### src/rtl/watch_disp_pkg.sv
// Shared constants and helpers for the watch display: segment codes, field
// codes, digit positions and the binary-to-BCD split.
package watch_disp_pkg;

  // Active-low segment patterns, bit order {g,f,e,d,c,b,a}.
  localparam logic [6:0] SEG_0    = 7'h40;
  localparam logic [6:0] SEG_1    = 7'h79;
  localparam logic [6:0] SEG_2    = 7'h24;
  localparam logic [6:0] SEG_3    = 7'h30;
  localparam logic [6:0] SEG_4    = 7'h19;
  localparam logic [6:0] SEG_5    = 7'h12;
  localparam logic [6:0] SEG_6    = 7'h02;
  localparam logic [6:0] SEG_7    = 7'h78;
  localparam logic [6:0] SEG_8    = 7'h00;
  localparam logic [6:0] SEG_9    = 7'h10;
  localparam logic [6:0] SEG_DASH = 7'h3F;
  localparam logic [6:0] SEG_OFF  = 7'h7F;

  localparam logic [5:0] ANODE_OFF = 6'h3F;

  typedef enum logic [1:0] {
    FLD_NONE = 2'b00,
    FLD_HRS  = 2'b01,
    FLD_MIN  = 2'b10,
    FLD_SEC  = 2'b11
  } field_e;

  localparam logic [2:0] DIG_SEC_U = 3'd0;
  localparam logic [2:0] DIG_SEC_T = 3'd1;
  localparam logic [2:0] DIG_MIN_U = 3'd2;
  localparam logic [2:0] DIG_MIN_T = 3'd3;
  localparam logic [2:0] DIG_HRS_U = 3'd4;
  localparam logic [2:0] DIG_HRS_T = 3'd5;

  typedef struct packed {
    logic [3:0] tens;
    logic [3:0] units;
  } bcd_t;

  // Six conditional subtract-10 stages cover every 6-bit input without a divider.
  function automatic bcd_t bcd_split(input logic [5:0] v);
    bcd_t       r;
    logic [5:0] rem;
    rem    = v;
    r.tens = 4'd0;
    for (int i = 0; i < 6; i++) begin
      if (rem >= 6'd10) begin
        rem    = rem - 6'd10;
        r.tens = r.tens + 4'd1;
      end
    end
    r.units = rem[3:0];
    return r;
  endfunction

endpackage

### src/rtl/seg7_decode.sv
// BCD digit to active-low 7-segment pattern, purely combinational.
module seg7_decode
  import watch_disp_pkg::*;
(
  input  logic [3:0] bcd_i,
  output logic [6:0] seg_o
);

  always_comb begin
    seg_o = SEG_OFF;
    case (bcd_i)
      4'd0:    seg_o = SEG_0;
      4'd1:    seg_o = SEG_1;
      4'd2:    seg_o = SEG_2;
      4'd3:    seg_o = SEG_3;
      4'd4:    seg_o = SEG_4;
      4'd5:    seg_o = SEG_5;
      4'd6:    seg_o = SEG_6;
      4'd7:    seg_o = SEG_7;
      4'd8:    seg_o = SEG_8;
      4'd9:    seg_o = SEG_9;
      default: seg_o = SEG_OFF;
    endcase
  end

endmodule

### src/rtl/watch_display.sv
// Six-digit multiplexed HH.MM.SS display driver: prescaled digit scan, per-frame
// time snapshot, BCD split, field blink and registered anode/segment outputs.
module watch_display
  import watch_disp_pkg::*;
#(
  parameter int SCAN_DIV  = 1000,
  parameter int BLINK_DIV = 50
) (
  input  logic       clk,
  input  logic       rst,
  input  logic [4:0] hrs,
  input  logic [5:0] mins,
  input  logic [5:0] sec,
  input  logic [1:0] edit_field,
  output logic [5:0] anode,
  output logic [6:0] seg,
  output logic       dp
);

  localparam int PW = (SCAN_DIV > 1) ? $clog2(SCAN_DIV) : 1;
  localparam int FW = (BLINK_DIV > 1) ? $clog2(BLINK_DIV) : 1;
  localparam logic [PW-1:0] PRESC_LAST = PW'(SCAN_DIV - 1);
  localparam logic [FW-1:0] FRAME_LAST = FW'(BLINK_DIV - 1);

  logic [PW-1:0] presc_q, presc_d;
  logic [2:0]    digit_q, digit_d;
  logic [FW-1:0] frame_q, frame_d;
  logic          blink_q, blink_d;
  logic [4:0]    hrs_sh_q, hrs_sh_d;
  logic [5:0]    min_sh_q, min_sh_d;
  logic [5:0]    sec_sh_q, sec_sh_d;
  field_e        fld_sh_q, fld_sh_d;
  logic [5:0]    anode_q, anode_d;
  logic [6:0]    seg_q, seg_d;
  logic          dp_q, dp_d;

  logic          tick;
  logic          frame_start;
  logic [5:0]    field_val;
  logic [5:0]    field_max;
  field_e        field_id;
  bcd_t          split;
  logic [3:0]    digit_bcd;
  logic [6:0]    dec_seg;

  always_comb begin
    tick        = (presc_q == PRESC_LAST);
    frame_start = tick && (digit_q == DIG_HRS_T);
    presc_d     = tick ? '0 : presc_q + 1'b1;
    digit_d     = digit_q;
    frame_d     = frame_q;
    blink_d     = blink_q;
    hrs_sh_d    = hrs_sh_q;
    min_sh_d    = min_sh_q;
    sec_sh_d    = sec_sh_q;
    fld_sh_d    = fld_sh_q;
    if (tick) begin
      digit_d = frame_start ? DIG_SEC_U : digit_q + 3'd1;
    end
    if (frame_start) begin
      hrs_sh_d = hrs;
      min_sh_d = mins;
      sec_sh_d = sec;
      fld_sh_d = field_e'(edit_field);
      if (frame_q == FRAME_LAST) begin
        frame_d = '0;
        blink_d = ~blink_q;
      end else begin
        frame_d = frame_q + 1'b1;
      end
    end
  end

  // Output registers load from next-state values so the new digit and a fresh
  // snapshot appear one cycle after the tick that selected them.
  always_comb begin
    field_val = sec_sh_d;
    field_max = 6'd59;
    field_id  = FLD_SEC;
    case (digit_d)
      DIG_MIN_U, DIG_MIN_T: begin
        field_val = min_sh_d;
        field_id  = FLD_MIN;
      end
      DIG_HRS_U, DIG_HRS_T: begin
        field_val = {1'b0, hrs_sh_d};
        field_max = 6'd23;
        field_id  = FLD_HRS;
      end
      default: ;
    endcase
    split     = bcd_split(field_val);
    digit_bcd = digit_d[0] ? split.tens : split.units;
  end

  seg7_decode u_dec (
    .bcd_i (digit_bcd),
    .seg_o (dec_seg)
  );

  always_comb begin
    anode_d = ~(6'b000001 << digit_d);
    seg_d   = (field_val > field_max) ? SEG_DASH : dec_seg;
    dp_d    = !((digit_d == DIG_MIN_U) || (digit_d == DIG_HRS_U));
    if (blink_d && (fld_sh_d == field_id)) begin
      anode_d = ANODE_OFF;
      seg_d   = SEG_OFF;
      dp_d    = 1'b1;
    end
  end

  always_ff @(posedge clk or negedge rst) begin
    if (!rst) begin
      presc_q  <= '0;
      digit_q  <= DIG_SEC_U;
      frame_q  <= '0;
      blink_q  <= 1'b0;
      hrs_sh_q <= '0;
      min_sh_q <= '0;
      sec_sh_q <= '0;
      fld_sh_q <= FLD_NONE;
      anode_q  <= ANODE_OFF;
      seg_q    <= SEG_OFF;
      dp_q     <= 1'b1;
    end else begin
      presc_q  <= presc_d;
      digit_q  <= digit_d;
      frame_q  <= frame_d;
      blink_q  <= blink_d;
      hrs_sh_q <= hrs_sh_d;
      min_sh_q <= min_sh_d;
      sec_sh_q <= sec_sh_d;
      fld_sh_q <= fld_sh_d;
      anode_q  <= anode_d;
      seg_q    <= seg_d;
      dp_q     <= dp_d;
    end
  end

  assign anode = anode_q;
  assign seg   = seg_q;
  assign dp    = dp_q;

endmodule

### config.mk
export PLATFORM = sky130hd
export DESIGN_NAME = watch_display
export DESIGN_NICKNAME = d
export VERILOG_FILES = /design/src/rtl/watch_disp_pkg.sv /design/src/rtl/seg7_decode.sv /design/src/rtl/watch_display.sv
export SDC_FILE = /design/constraint.sdc
export NUM_CORES = 1
export LEC_CHECK = 0
export ABC_AREA = 1
export BUFFER_PORTS_ARGS = -buffer_cell sky130_fd_sc_hd__buf_2
export CAP_MARGIN = 20
export CELL_PAD_IN_SITES_DETAIL_PLACEMENT = 1
export CELL_PAD_IN_SITES_GLOBAL_PLACEMENT = 1
export CORE_UTILIZATION = 40
export CTS_CLUSTER_DIAMETER = 50
export DETAILED_ROUTE_END_ITERATION = 6
export PLACE_DENSITY_LB_ADDON = 0.2
export SYNTH_ARGS = -nofsm -noshare
export SYNTH_HDL_FRONTEND = slang
export SYNTH_SLANG_ARGS = --single-unit
export TNS_END_PERCENT = 100
### constraint.sdc
create_clock -name clk -period 7.6 [get_ports clk]
set_input_delay 0.76 -clock clk [delete_from_list [all_inputs] [get_ports clk]]
set_output_delay 0.76 -clock clk [all_outputs]
set_load 0.05 [all_outputs]
==> metrics.md <==
| Metric | Value |
|---|---|
| Origin of the critical flop-to-flop path | presc_q[1] |
| Syn nets | 629 |
| Async SR Flop Fraction | 100.0% |
| R2r setup slk | 0.57 ns |
| Critical path type | flip-flop to flip-flop |
| Worst Setup EP | seg[6] |
| DRT iter0 DRCs | 90 |
| Die height | 104.9 um |
| Setup Skew | 0.01167 ns |
| Die width | 104.9 um |
| Fmax | 142.2 MHz |
| IO Port Bufs | 34 |
| Cell area after synthesis | 4234 um^2 |
| Peak supply drop | 0.00006776 V |
| Post-synthesis simple-gate area fraction | 40.60% |
| Yosys reg bits | 53 |
| Gate Count Post-Synth | 582 |
| Antenna diodes | 0 |
| Drt drc | 0 |
| Slew margin rel. | 53.92% |
| Global-route wire length before repair | 18110 um |
| Crit-path max FO | 8 |
| CP top delay family | simple AND/OR/NAND/NOR gates |
| Vias in the first global route | 4019 |
| Worst path slowest cell | dfrtp_1 |
| Clock Tree Buf Depth | 2 |
| Die footprint | 11000 um^2 |
| Yosys cell types | 41 |
| Crit path launch | presc_q[1] |
| CTS clk-pin slew, worst paths | 0.10 ns |
| GRT Util Overall | 19.98% |
| RR Endpoint | seg[6] |
| Max incr delay on CP | 0.43 ns |
| Hold Crit Start | sec_sh_q[5] |
| Outcome | completed |
| Worst setup EP type | flip-flop |
| Clock Tree Root | clkbuf_8 |
| Yosys warning total | 0 |
| Sink Count | 53 |
| GR Overflow Total | 0 |
| Syn Area/Cell | 7.275 um^2 |
| HPWL Detailed | 8119 um |
| Post-synthesis compound-gate area fraction | 5.260% |
| Slew Limit Fails | 0 |
| Minimum clock period | 7.034 ns |
| Worst EP required | 7.85 ns |
| Register area share after synthesis | 31.74% |
| Final Hold Vio Count | 0 |
| Max cap viols | 0 |
| Dpl ws | -0.1274 ns |
| Path length in cells of the critical path | 63 |
| Slack of the critical path | 0.5660 ns |
| Top FF cell, synth | dfrtp_1 |
| CTS tree | done |
| Leak | 2.680 nW |
| Initial DRT Pass Iterations | 4 |
| WL final | 10520 um |
| Row count | 37 |
| Power per cell area | 94.73 nW/um^2 |
| Layout Nets | 684 |
| Startpoint types | flip-flop |
| CP arrival | 7.29 ns |
| Worst slew pin tran | 0.6913 ns |
| DR WL/cell | 13.59 um |
| Adder-Cell Fraction of Synth Area | 7.683% |
| Share of cells above drive strength 1 | 28.06% |
| Synthesis-to-finish area growth | 16.67% |
| Critical path buffers and inverters | 12 |
| Initial Utilization | 41.20% |
| Largest net degree at the start of global routing | 54 |
| Gpl congestion | 0.7890 |
| Mean number of vias per cell | 4.862 |
| Mux contribution to synthesized area | 0% |
| Crit share post-route | 92.55% |
| Via count | 3763 |
| Xor/xnor share of the synthesized area | 3.310% |
| H-tree levels | 2 |
| TritonCTS Buffers | 5 |
| HP Class | flip-flop to flip-flop |
| Final setup viols | 0 |
| Reg2Reg Depth | 63 |
| Remaining antenna violation count after routing | 0 |
| Post-synth EDFFs | 0 |
| Initial antenna violation count | 0 |
| Largest family of logic cells by synthesized area | simple AND/OR/NAND/NOR gates |
| Clk Latency, worst-skew pair | 0.32 ns |
| Core area | 10280 um^2 |
| Setup TNS | 0 ns |
| Boundary Pins | 35 |
-- cell usage after synthesis (all sizes together), types with 2 or more instances --
cell type | count | area share (%)
nand3 | 65 | 8.9
buf | 4 | 0.92
a21oi | 12 | 1.8
o21ai | 13 | 1.7
nor2 | 47 | 6.0
clkbuf | 2 | 0.18
clkinv | 2 | 0.30
xor2 | 13 | 2.7
ha | 26 | 7.7
xnor2 | 3 | 0.62
o21a | 2 | 0.35
nand2 | 176 | 19
nand4 | 22 | 3.3
o22ai | 2 | 0.30
inv | 113 | 10
dfrtp | 39 | 23
or2 | 2 | 0.30
nor3 | 9 | 1.1
and2 | 8 | 1.2
nor3b | 2 | 0.35
o21bai | 2 | 0.35
dfstp | 14 | 8.7
-- registers in the layout, indices dropped and copies added (netlist names) --
| register | flops |
|---|---|
| min_sh_q | 6 |
| blink_q | 1 |
| digit_q | 3 |
| sec_sh_q | 6 |
| anode | 6 |
| presc_q | 10 |
| frame_q | 6 |
| fld_sh_q | 2 |
| seg | 7 |
| hrs_sh_q | 5 |
| dp | 1 |
-- what timing repair did --
item,CTS,global route
endpoints found under the setup margin,7,7
gates resized for setup,1,38
setup buffers,2,10
cloned,0,0
hold buffers,0,0
pin swaps,1,18
-- tightest hold or removal path, cell delays in order (launching register included) --
cell     delay [ns]
dfrtp_1        0.34
nand2_1        0.05
nand2_1        0.07
-- cell families after synthesis --
logic type / count (synthesis)
AO/OA/AOI/OAI: 34
buffers and inverters: 121
XOR/XNOR: 16
AND/OR/NAND/NOR: 332
flip-flops: 53
adder cells (fa/ha/maj): 26
-- cells in the final DEF (no fill, tap or decap), types with 5 or more instances in the layout --
cell type	instances
nand2_1	134
inv_1	95
nand3_1	58
dfrtp_1	39
buf_2	34
nand2_2	28
nor2_1	27
ha_1	23
nand4_1	22
buf_4	18
inv_2	17
nand2_4	14
dfstp_2	14
nor2_4	11
xor2_1	11
a21oi_1	10
nor2_2	8
and2_1	8
nor3_1	7
clkbuf_8	6
o21ai_0	5
-- stage by stage --
stage | util [%] | hold WS, ns | std cells | total power [W] | area, um^2
after floorplan | - | 0.4329 | 582 | 0.0002890 | 4234
after global placement | 44.64 | 0.4425 | 754 | 0.0003009 | 4588
after detailed placement | 44.64 | 0.4600 | 754 | 0.0003012 | 4588
after CTS | 45.75 | 0.4794 | 764 | 0.0004764 | 4702
after global routing | 48.06 | 0.5182 | 774 | 0.0004862 | 4940
final | 48.06 | 0.4924 | 774 | 0.0004679 | 4940
-- layout make-up --
cell class / count / area (um^2)
fillers: 1355 / 5338
multi-input cells: 408 / 2562
flip-flops and latches: 53 / 1344
inverters: 115 / 441.7
repair buffers: 54 / 327.8
well taps: 136 / 170.2
clock buffers: 7 / 86.33
clock inverters: 1 / 7.507
-- metal layers --
layer	GRT usage, %	share of wire, %	vias to the layer above	routed length, um
met2	37.28	52	36	5466
li1	-	-	1921	-
met1	24.25	45	1794	4750
met5	0	0	-	0
met3	2.121	1.7	12	181
met4	5.231	1.1	0	119
-- how the worst min path moves through the flow --
stage / to / slack [ns] / cells past startpoint
floorplan: presc_q[0] / 0.43 / 1
global placement: presc_q[0] / 0.44 / 1
detailed placement: presc_q[0] / 0.46 / 1
CTS: presc_q[0] / 0.48 / 1
global route: frame_q[5] / 0.52 / 1
finish: sec_sh_q[5] / 0.49 / 2
-- report_power, final --
| part | switching [W] | internal [W] |
|---|---|---|
| sequential | 0 | 0.000282 |
| clock | 0.0000983 | 0.0000743 |
| combinational | 0.00000857 | 0.00000450 |
Power figures use the tool's default switching activity.
